## config.mk

```make
export PLATFORM = sky130hd
export DESIGN_NAME = spi_flash_rd_master
export DESIGN_NICKNAME = d
export VERILOG_FILES = /design/src/rtl/spi_flash_rd_master.sv
export SDC_FILE = /design/constraint.sdc
export NUM_CORES = 1
export LEC_CHECK = 0
export BUFFER_PORTS_ARGS = -buffer_cell sky130_fd_sc_hd__clkbuf_2
export CORE_AREA = 8 8 142 144
export CTS_BUF_LIST = sky130_fd_sc_hd__clkbuf_16
export DETAILED_ROUTE_END_ITERATION = 16
export DIE_AREA = 0 0 150 152
export PLACE_DENSITY = 0.67
export SYNTH_ARGS = -nofsm -noshare
export SYNTH_HDL_FRONTEND = slang
export SYNTH_SLANG_ARGS = --single-unit
```

## constraint.sdc

```tcl
create_clock -name spi_flash_rd_aclk -period 12.3 [get_ports spi_flash_rd_aclk]
set_input_delay 1.23 -clock spi_flash_rd_aclk [delete_from_list [all_inputs] [get_ports spi_flash_rd_aclk]]
set_output_delay 1.23 -clock spi_flash_rd_aclk [all_outputs]
set_load 0.03 [all_outputs]
```

## src/rtl/spi_flash_rd_master.sv

```systemverilog
// -----------------------------------------------------------------------------
// spi_flash_rd_master
//
// AXI4 read-only manager for the spi_flash AXI target. One command (byte
// address + beat count) is split into INCR bursts of at most MAX_LEN beats that
// never cross a 4KB page. Read data is passed straight through to a
// valid/ready stream; done pulses at completion and err reports any bad beat.
//
// Ports
//   spi_flash_rd_aclk / spi_flash_rd_areset : clock, async active-high reset
//   cmd_valid/cmd_ready/cmd_addr/cmd_beats  : command handshake
//   m_ar* / m_r*                            : AXI4 AR and R channels
//   out_valid/out_data/out_last/out_ready   : read data stream to consumer
//   done / err / busy                       : completion pulse, sticky error,
//                                             activity flag
// -----------------------------------------------------------------------------
module spi_flash_rd_master #(
  parameter int DW       = 128,
  parameter int AW       = 32,
  parameter int IDW      = 8,
  parameter int ARID_VAL = 0,
  parameter int MAX_LEN  = 16,
  parameter int CNTW     = 16
) (
  input  logic            spi_flash_rd_aclk,
  input  logic            spi_flash_rd_areset,
  input  logic            cmd_valid,
  output logic            cmd_ready,
  input  logic [AW-1:0]   cmd_addr,
  input  logic [CNTW-1:0] cmd_beats,
  output logic [IDW-1:0]  m_arid,
  output logic [AW-1:0]   m_araddr,
  output logic [7:0]      m_arlen,
  output logic [2:0]      m_arsize,
  output logic [1:0]      m_arburst,
  output logic            m_arvalid,
  input  logic            m_arready,
  input  logic [IDW-1:0]  m_rid,
  input  logic [DW-1:0]   m_rdata,
  input  logic [1:0]      m_rresp,
  input  logic            m_rlast,
  input  logic            m_rvalid,
  output logic            m_rready,
  output logic            out_valid,
  output logic [DW-1:0]   out_data,
  output logic            out_last,
  input  logic            out_ready,
  output logic            done,
  output logic            err,
  output logic            busy
);

  localparam int BW = DW / 8;
  localparam int SZ = $clog2(BW);

  typedef enum logic [1:0] {
    IDLE = 2'd0,
    AR   = 2'd1,
    R    = 2'd2,
    DONE = 2'd3
  } state_t;

  state_t          state_q, state_d;
  logic [AW-1:0]   addr_q, addr_d;
  logic [CNTW-1:0] rem_q, rem_d;
  logic [8:0]      len_q, len_d;   // beats requested in the current burst
  logic [8:0]      cnt_q, cnt_d;   // beats accepted so far in the current burst
  logic            err_q, err_d;

  logic [8:0]      len_s;
  logic [8:0]      cnt_inc_s;
  logic            beat_s;
  logic            beat_bad_s;

  // Burst length: limited by remaining beats, MAX_LEN and the distance to the
  // next 4KB boundary (address is beat-aligned, so the division is exact).
  function automatic logic [8:0] burst_len(input logic [AW-1:0] a,
                                           input logic [CNTW-1:0] r);
    logic [31:0] page;
    logic [31:0] n;
    page = (32'd4096 - 32'(a[11:0])) >> SZ;
    n    = 32'(r);
    if (n > page) n = page;
    if (n > 32'(MAX_LEN)) n = 32'(MAX_LEN);
    return n[8:0];
  endfunction

  assign len_s     = burst_len(addr_q, rem_q);
  assign cnt_inc_s = cnt_q + 9'd1;
  assign beat_s    = (state_q == R) && m_rvalid && out_ready;
  // A beat is bad on error response, wrong ID, rlast at the wrong count, or
  // any beat at/after the expected last one that is not flagged rlast.
  assign beat_bad_s = (m_rresp != 2'b00) ||
                      (m_rid != IDW'(ARID_VAL)) ||
                      (m_rlast ? (cnt_inc_s != len_q) : (cnt_inc_s >= len_q));

  // State register and datapath flops.
  always_ff @(posedge spi_flash_rd_aclk or posedge spi_flash_rd_areset) begin
    if (spi_flash_rd_areset) begin
      state_q <= IDLE;
      addr_q  <= '0;
      rem_q   <= '0;
      len_q   <= 9'd0;
      cnt_q   <= 9'd0;
      err_q   <= 1'b0;
    end else begin
      state_q <= state_d;
      addr_q  <= addr_d;
      rem_q   <= rem_d;
      len_q   <= len_d;
      cnt_q   <= cnt_d;
      err_q   <= err_d;
    end
  end

  // Next-state and datapath update logic.
  always_comb begin
    state_d = state_q;
    addr_d  = addr_q;
    rem_d   = rem_q;
    len_d   = len_q;
    cnt_d   = cnt_q;
    err_d   = err_q;
    case (state_q)
      IDLE: begin
        if (cmd_valid) begin
          addr_d  = cmd_addr & ~AW'(BW - 1);
          rem_d   = cmd_beats;
          err_d   = 1'b0;
          state_d = (cmd_beats != CNTW'(0)) ? AR : DONE;
        end else begin
          state_d = IDLE;
        end
      end
      AR: begin
        if (m_arready) begin
          addr_d  = addr_q + (AW'(len_s) << SZ);
          rem_d   = rem_q - CNTW'(len_s);
          len_d   = len_s;
          cnt_d   = 9'd0;
          state_d = R;
        end else begin
          state_d = AR;
        end
      end
      R: begin
        if (beat_s) begin
          cnt_d = cnt_inc_s;
          if (beat_bad_s) begin
            err_d = 1'b1;
          end else begin
            err_d = err_q;
          end
          if (m_rlast) begin
            state_d = (rem_q == CNTW'(0)) ? DONE : AR;
          end else begin
            state_d = R;
          end
        end else begin
          state_d = R;
        end
      end
      DONE: begin
        state_d = IDLE;
      end
      default: begin
        state_d = IDLE;
      end
    endcase
  end

  assign cmd_ready = (state_q == IDLE);
  assign busy      = (state_q != IDLE);
  assign done      = (state_q == DONE);
  assign err       = err_q;

  assign m_arid    = IDW'(ARID_VAL);
  assign m_araddr  = addr_q;
  assign m_arlen   = len_s[7:0] - 8'd1;
  assign m_arsize  = 3'(SZ);
  assign m_arburst = 2'b01;
  assign m_arvalid = (state_q == AR);

  // R channel is a pure pass-through: no storage between target and consumer.
  assign m_rready  = (state_q == R) && out_ready;
  assign out_valid = (state_q == R) && m_rvalid;
  assign out_data  = m_rdata;
  assign out_last  = (state_q == R) && m_rlast && (rem_q == CNTW'(0));

endmodule

```

==> impl_metrics.env <==
export IMPL_r2r_slack_ns=5.80
export IMPL_ys_ff_latch=65
export IMPL_post_synth_instance_area_um2=6270
export IMPL_synth_async_sr_flop_share=1.00
export IMPL_post_cts_resized=0
export IMPL_cts_root_buf="clkbuf_16"
export IMPL_htreeDepth=3
export IMPL_rsz0062_at_grt="false"
export IMPL_final_setup_tns_ns=0
export IMPL_holdPathEnd="len_q[1]$_DFFE_PP0P_"
export IMPL_io_pins=382
export IMPL_switching_share=0.505
export IMPL_start_util=0.352
export IMPL_area_growth_syn_to_layout_pct=1.30
export IMPL_synth_main_ff_cell="dfrtp_1"
export IMPL_reg2reg_to="m_araddr[22]$_DFFE_PP0P_"
export IMPL_synth_edff_count=0
export IMPL_gp_congestion=0.841
export IMPL_p_int_mw=0.843
export IMPL_antenna_found_initial=1
export IMPL_seqPwrFrac=0.249
export IMPL_holdBufCountCts=0
export IMPL_layout_commonest_cell="clkbuf_2"
export IMPL_period_share=0.528
export IMPL_max_cap_viol_count=0
export IMPL_insertion_delay_ns=0.33
export IMPL_tritoncts="yes"
export IMPL_num_vias=5275
export IMPL_fmax_mhz=154
export IMPL_rr_worst_depth=26
export IMPL_syn_inst=789
export IMPL_critPathKind="reg2reg"
export IMPL_status="complete, no violations"
export IMPL_reg2reg_from="m_araddr[5]$_DFFE_PP0P_"
export IMPL_period_minus_slack_ns=6.50
export IMPL_die_h_um=152
export IMPL_clkSinkCount=65
export IMPL_antenna_cells=0
export IMPL_slew_violations=0
export IMPL_cts_clk_slew_worst_paths_ns=0.06
export IMPL_pwr_share_clk=0.176
export IMPL_nFillCells=1876
export IMPL_leakage_nw=2.90
export IMPL_p_switching_mw=0.861
export IMPL_drive_gt1_frac=0.192
export IMPL_fp_row_count=49
export IMPL_setup_viol=0
export IMPL_power_density_nw_per_um2=268
export IMPL_numCtsBuffers=9
export IMPL_drtPass1Iterations=4
export IMPL_cp_required_ns=12.56
export IMPL_drtIter0Drc=323
export IMPL_crit_path_start_kind="register"
export IMPL_nets=991
export IMPL_track_usage=0.153
export IMPL_cp_slowest_cell="nor3_1"
export IMPL_yosysUniqueCellTypes=76
export IMPL_core_um2=17800
export IMPL_yosysSeqAreaShare=0.260
export IMPL_grt_max_degree=66
export IMPL_peakVddDrop_mv=0.127
export IMPL_dieWidth_um=150
export IMPL_hp_start="len_q[1]$_DFFE_PP0P_"
export IMPL_routed_wl_um=17700
export IMPL_hpwl_um=13300
export IMPL_postCtsSetupBuffers=0
export IMPL_finalHoldViolCount=0
export IMPL_post_drt_wl_per_cell_um=17.9
export IMPL_viasPerCell=5.32
export IMPL_gr_total_overflow=0
export IMPL_ant_nets=0
export IMPL_tightest_slew_ns=1.07
export IMPL_cp_arrival_ns=6.76
export IMPL_holdPathStages=2
export IMPL_relSlewSlack=0.283
export IMPL_cp_buffers_inverters=3
export IMPL_grt_pass1_vias=5200
export IMPL_final_cell_mix="104 x clkbuf_2, 72 x nand2_1, 65 x dfrtp_1"
export IMPL_ctsLongestPathBuffers=2
export IMPL_utilization=0.357
export IMPL_fin_skew_ns=0.00891
export IMPL_crit_family="simple AND/OR/NAND/NOR gates"
export IMPL_cp_max_fo=8
export IMPL_avgSynthCellArea_um2=7.94
export IMPL_port_buffers=104
export IMPL_hp_class="reg2reg"
export IMPL_grt_pass1_wl_um=28000
export IMPL_yosys_warnings=0
export IMPL_drc=0
export IMPL_die_area_um2=22800
export IMPL_p_comb_frac=0.574
export IMPL_cpPeakStageDelay_ns=0.69
export IMPL_critPathCaptureType="register"
-- sequential cells by signal, summed over array words and instances, names as in the netlist --
name,count
cnt_q,9
err,1
len_q,9
m_araddr,28
rem_q,16
state_q,2
-- power groups by stage --
stage	clock (mW)	combinational, mW	sequential [mW]
after CTS	0.308	0.983	0.423
after floorplan	0	0.744	0.474
after global placement	0	0.960	0.424
final	0.300	0.978	0.425
after detailed placement	0	0.977	0.426
after global routing	0.318	1.09	0.441
-- cell usage after synthesis (8+ instances only) --
library cell / number / area share
nor2_1: 57 / 0.034
xnor2_1: 12 / 0.017
a31oi_1: 8 / 0.0080
o21ai_0: 43 / 0.034
a21o_1: 9 / 0.011
nor4_1: 11 / 0.011
buf_4: 145 / 0.17
dfrtp_1: 65 / 0.26
a21oi_1: 61 / 0.049
a211oi_1: 8 / 0.0096
and2_1: 8 / 0.0080
and3_1: 16 / 0.016
nand3_1: 23 / 0.018
nor3_1: 22 / 0.018
clkbuf_1: 22 / 0.013
inv_1: 32 / 0.019
nand2_1: 72 / 0.043
ha_1: 39 / 0.078
-- worst register-to-register path: cells and delay by family, from the launching register on --
| family | cells | cell delay [ns] |
|---|---|---|
| adder cells (fa/ha/maj) | 4 | 1.08 |
| AND/OR/NAND/NOR | 10 | 2.65 |
| flip-flops | 1 | 0.46 |
| buffers and inverters | 3 | 0.36 |
| AO/OA/AOI/OAI | 9 | 1.88 |
-- cells by family after synthesis --
group                      share of synthesized area
AOI/OAI and AO/OA                              0.210
xor gates and xnor gates                      0.0278
adders and majority gates                     0.0842
buffers and inverters                          0.213
DFF                                            0.260
muxes                                        0.00639
other                                        0.00120
and+or+nand+nor                                0.198
-- worst max path at each step --
stage	startpoint	to	slack (ns)	cells past startpoint
finish	m_araddr[5]$_DFFE_PP0P_	m_araddr[22]$_DFFE_PP0P_	5.80	26
floorplan	m_araddr[6]$_DFFE_PP0P_	m_araddr[22]$_DFFE_PP0P_	6.51	24
detailed placement	m_araddr[5]$_DFFE_PP0P_	m_araddr[22]$_DFFE_PP0P_	5.94	26
global placement	m_araddr[6]$_DFFE_PP0P_	m_araddr[22]$_DFFE_PP0P_	5.93	24
CTS	m_araddr[4]$_DFFE_PP0P_	m_araddr[22]$_DFFE_PP0P_	5.88	26
global route	m_araddr[4]$_DFFE_PP0P_	m_araddr[24]$_DFFE_PP0P_	5.11	26
-- per-layer routing --
| metal | up-vias | part of all wire | track usage |
|---|---|---|---|
| met5 | - | 0.00073 | 0 |
| met4 | 2 | 0.027 | 0.0600 |
| met3 | 53 | 0.080 | 0.0454 |
| met2 | 199 | 0.47 | 0.248 |
| met1 | 2478 | 0.42 | 0.184 |
| li1 | 2543 | - | - |
-- metrics by stage --
stage | std cells | worst slack [ns] | hold WS (ns) | instance area [µm²] | power [mW]
after floorplan | 812 | 6.51 | 0.450 | 6350 | 1.22
after global placement | 975 | 5.93 | 0.464 | 6010 | 1.38
after detailed placement | 975 | 5.94 | 0.472 | 6010 | 1.40
after CTS | 991 | 5.88 | 0.484 | 6350 | 1.71
after global routing | 991 | 5.11 | 0.509 | 6350 | 1.85
final | 991 | 5.80 | 0.478 | 6350 | 1.70
-- cell type report --
type	count	area (µm²)	share of cell area
Sequential cell	65	1630	0.256
Inverter	33	124	0.0195
Tap cell	229	287	0.0451
Clock buffer	9	225	0.0355
Multi-Input combinational cell	538	3400	0.536
Clock inverter	7	118	0.0185
Timing Repair Buffer	110	566	0.0891
Note: power is estimated with default switching activity, not from simulation.
